===== config.mk =====
export PLATFORM = sky130hd
export DESIGN_NAME = reflet_int_source
export DESIGN_NICKNAME = d
export VERILOG_FILES = /design/src/rtl/reflet_int_source.sv
export SDC_FILE = /design/constraint.sdc
export NUM_CORES = 1
export LEC_CHECK = 0
export ABC_AREA = 1
export BUFFER_PORTS_ARGS = -buffer_cell sky130_fd_sc_hd__buf_2
export CAP_MARGIN = 20
export CORE_UTILIZATION = 47
export DETAILED_ROUTE_END_ITERATION = 7
export HOLD_SLACK_MARGIN = 0.08
export PLACE_DENSITY = 0.86
export SYNTH_ARGS = -nofsm -noshare
export SYNTH_HDL_FRONTEND = slang
export SYNTH_SLANG_ARGS = --single-unit

===== constraint.sdc =====
create_clock -name clk -period 1 [get_ports clk]
set_input_delay 0.3 -clock clk [delete_from_list [all_inputs] [get_ports clk]]
set_output_delay 0.3 -clock clk [all_outputs]
set_load 0.01 [all_outputs]

===== src/rtl/reflet_int_source.sv =====
// Conditions the four external interrupt lines before they reach the interrupt controller.
// Each line is synchronised, optionally debounced, then passed on as a level or as a latched rising edge.
module reflet_int_source #(
  parameter int unsigned sync_stages = 2,
  parameter int unsigned debounce    = 0
) (
  input  logic       clk,
  input  logic       reset,
  input  logic       enable,
  input  logic [3:0] irq_in,
  input  logic [3:0] edge_mode,
  input  logic       ack_valid,
  input  logic [1:0] ack_id,
  input  logic [3:0] ovf_clear,
  output logic [3:0] ext_int,
  output logic [3:0] pending,
  output logic [3:0] overflow
);

  logic [3:0] sync_q [sync_stages];
  logic [3:0] syn;
  logic [3:0] stab;
  logic [3:0] stab_d;
  logic [3:0] rise;
  logic [3:0] ack_hit;
  logic [3:0] pending_q;
  logic [3:0] overflow_q;

  // The synchroniser keeps running while the CPU is disabled.
  always_ff @(posedge clk or negedge reset) begin
    if (!reset) begin
      for (int unsigned i = 0; i < sync_stages; i++) sync_q[i] <= '0;
    end else begin
      sync_q[0] <= irq_in;
      for (int unsigned i = 1; i < sync_stages; i++) sync_q[i] <= sync_q[i-1];
    end
  end

  assign syn = sync_q[sync_stages-1];

  generate
    if (debounce == 0) begin : g_no_debounce
      assign stab = syn;
    end else begin : g_debounce
      localparam int unsigned CW = $clog2(debounce + 1);
      localparam logic [CW-1:0] LAST = CW'(debounce - 1);

      logic [CW-1:0] cnt [4];
      logic [3:0]    stab_q;

      // A new level is accepted on the D-th consecutive sample that differs from stab.
      always_ff @(posedge clk or negedge reset) begin
        if (!reset) begin
          stab_q <= '0;
          for (int unsigned i = 0; i < 4; i++) cnt[i] <= '0;
        end else if (enable) begin
          for (int unsigned i = 0; i < 4; i++) begin
            if (syn[i] == stab_q[i]) begin
              cnt[i] <= '0;
            end else if (cnt[i] == LAST) begin
              stab_q[i] <= syn[i];
              cnt[i]    <= '0;
            end else begin
              cnt[i] <= cnt[i] + CW'(1);
            end
          end
        end
      end

      assign stab = stab_q;
    end
  endgenerate

  always_comb begin
    ack_hit = '0;
    if (ack_valid && enable) ack_hit[ack_id] = 1'b1;
  end

  assign rise = stab & ~stab_d;

  // A rise coinciding with an ack keeps the line pending: the new edge replaces the consumed one.
  always_ff @(posedge clk or negedge reset) begin
    if (!reset) begin
      stab_d     <= '0;
      pending_q  <= '0;
      overflow_q <= '0;
    end else if (enable) begin
      stab_d     <= stab;
      pending_q  <= edge_mode & (rise | (pending_q & ~ack_hit));
      overflow_q <= (rise & pending_q & ~ack_hit) | (overflow_q & ~ovf_clear);
    end
  end

  assign ext_int  = (edge_mode & pending_q) | (~edge_mode & stab);
  assign pending  = pending_q;
  assign overflow = overflow_q;

endmodule


==> results.json <==
{
  "cts_tree": "built",
  "max-slew-margin-rel_pct": 70.9,
  "synth.distinct_cells": 10,
  "synth_compound_area_share_pct": 5.92,
  "grt_max_degree": 21,
  "firstDrtPassIters": 4,
  "net-switching-power_uw": 437,
  "yosys.area.top_type": "dfrtp_1",
  "p_leak_nw": 0.714,
  "drtAntennaViolNets": 0,
  "place.gp.congestion": 0.814,
  "drtIter0Drc": 13,
  "setup_viol": 13,
  "p_int_mw": 1.23,
  "dpl-instance-area_sq_um": 1080,
  "yosysWarnings": 0,
  "violations": "negative setup slack",
  "cts.sinks": 20,
  "grt_pass1_vias": 675,
  "clock_latency_ns": 0.29,
  "cts_root_buf": "clkbuf_4",
  "finalCritPeriodShare_pct": 138,
  "io_pins": 30,
  "grt_pass1_wl_mm": 2.66,
  "htreeDepth": 1,
  "synth-seq-cells": 20,
  "p_seq_share_pct": 54.2,
  "fp.dieW_um": 44.4,
  "worst_slack_ns": -0.382,
  "antenna_cells": 0,
  "crit_chain": "mux2_4 -> buf_6",
  "antenna_found_initial": 0,
  "drc_errors": 0,
  "clockPowerShare_pct": 21.8,
  "crit_path_max_incr_delay_ns": 0.41,
  "synth_cells": 101,
  "wl_per_cell_um": 9.81,
  "critical_path_class": "reg -> out",
  "tightest_slew_ns": 0.437,
  "area_delta_synth_final_pct": 44.7,
  "clockBufferDepth": 2,
  "finClkSkew_ns": 0.000532,
  "grt_use_total_pct": 18.7,
  "final_nets": 168,
  "endpoint_kind": "output pin",
  "syn_area_sq_um": 846,
  "hold_violations": 0,
  "p_comb_share_pct": 24.0,
  "peakVddDrop_mv": 0.965,
  "grt-ovfl-total": 0,
  "final_cell_area_sq_um": 1220,
  "synth-xor-area-share_pct": 0,
  "slowest_stage": "dfrtp_1",
  "initial_core_util_pct": 53.1,
  "routed_wl_mm": 1.69,
  "utilization_pct": 76.8,
  "vias_per_cell": 4.48,
  "die_y_um": 44.4,
  "fmax_mhz": 724,
  "syn_nets": 119,
  "port_buffers": 29,
  "synth_adder_area_share_pct": 0,
  "rows": 14,
  "core-area_sq_um": 1590,
  "fp.dieArea_sq_um": 1970,
  "switching_share_pct": 26.2,
  "critPathLaunchType": "flop",
  "synth_area_leaders": "dfrtp_1 (59%), nand2_1 (20%), inv_1 (5.8%), mux2_2 (4.0%), o21ai_0 (3.6%)",
  "num_vias": 770,
  "rsz0062_at_grt": "yes",
  "worstPathArrival_ns": 1.08,
  "required_ns": 0.70,
  "drv_cap": 0,
  "ys_seq_area_share_pct": 59.2,
  "p_per_area_nw_per_um2": 1360,
  "synth_top_family_by_area": "simple AND/OR/NAND/NOR gates",
  "synthSimpleGateAreaFrac_pct": 23.5,
  "worst_hold_path_type": "in -> reg",
  "cp_max_fo": 2,
  "post-route-min-period_ns": 1.38,
  "slew_viol_final": 0,
  "dp_hpwl_mm": 1.17,
  "synth_mux_area_share_pct": 3.99,
  "path_clk_slew_ns": 0.10,
  "syn_avg_cell_area_sq_um": 8.37,
  "place_ws_ns": -0.134,
  "synth_top_area_share_pct": 59.2,
  "outcome": "finished, violations left",
  "cts_buffers": 3,
  "drive_gt1_share_pct": 36.5
}
## metal layers
| layer | vias up | GRT usage (%) | wire (um) |
|---|---|---|---|
| met5 | - | 0 | 0 |
| met4 | 0 | 9.09 | 22 |
| met3 | 4 | 2.86 | 66 |
| met2 | 24 | 30.9 | 803 |
| met1 | 339 | 24.0 | 794 |
| li1 | 403 | - | - |
## state kept, by name, summed over array words and instances (netlist names)
| register | count |
|---|---|
| overflow | 4 |
| pending | 4 |
| stab | 4 |
| stab_d | 4 |
| sync_q | 4 |
## path summary, 6_finish.rpt
check | from | end | slack (ns) | depth (start not counted)
max in group asynchronous | reset | sync_q[4] | 0.23 | 2
min | irq_in[2] | sync_q[6] | 0.10 | 1
min reg2reg | sync_q[7] | stab[3] | 0.36 | 0
min in group asynchronous | reset | stab_d[3] | 0.47 | 2
max reg2reg | pending[3] | pending[3] | 0 | 6
max | pending[1] | ext_int[1] | -0.38 | 2
## critical path: cells and delay by family, from the launching register on
family / cells / cell delay [ns]
multiplexers: 1 / 0.27
buffers and inverters: 1 / 0.12
flip-flops: 1 / 0.41
## power groups by stage
| stage | Combinational, mW | Sequential (mW) | Clock, mW |
|---|---|---|---|
| 5_1_grt | 0.445 | 0.908 | 0.403 |
| 2_1_floorplan | 0.134 | 0.938 | 0 |
| 3_3_place_gp | 0.306 | 0.914 | 0 |
| 4_1_cts | 0.371 | 0.901 | 0.382 |
| 6_report | 0.399 | 0.902 | 0.362 |
| 3_5_place_dp | 0.313 | 0.918 | 0 |
## synthesized netlist by cell type
| library cell | number |
|---|---|
| nand2_1 | 45 |
| o21ai_0 | 6 |
| inv_2 | 1 |
| buf_2 | 2 |
| mux2_2 | 3 |
| dfrtp_1 | 20 |
| o21ai_1 | 4 |
| nor2_1 | 4 |
| inv_1 | 13 |
| nand3_1 | 3 |
## logic make-up after synthesis
group | Yosys count
flops | 20
buf+inv | 16
mux | 3
compound gates | 10
simple gates | 52
## repair_timing
item,CTS,global route
hold buffers,1,0
pin swaps,0,1
setup buffers,3,5
setup endpoints to repair,12,12
gates resized for setup,8,3
endpoints found under the hold margin,20,0
## area by class of cell
cell class,count,area (sq um)
fill,124,370
inverter,14,52.6
clock buffer,3,22.5
multi-input combinational,65,298
timing repair buffer,46,320
sequential,20,500
tap,24,30.0
## cell usage in the layout (no fill, tap or decap), drive strengths merged
| cell type | count |
|---|---|
| nand2 | 45 |
| buf | 45 |
| dfrtp | 20 |
| inv | 14 |
| o21ai | 10 |
| nor2 | 4 |
| mux2 | 3 |
| nand3 | 3 |
| clkbuf | 3 |
| dlygate4sd3 | 1 |
## metrics by stage
stage	power, mW	hold WS (ns)	setup TNS, ns	std cells
4_1_cts	1.65	0.0916	-2.83	167
2_1_floorplan	1.07	0.00441	0	101
3_5_place_dp	1.23	0.267	-0.396	160
5_1_grt	1.76	0.0882	-3.11	172
6_report	1.66	0.102	-2.69	172
3_3_place_gp	1.22	0.259	-0.394	160
(Power assumes the default switching activity.)
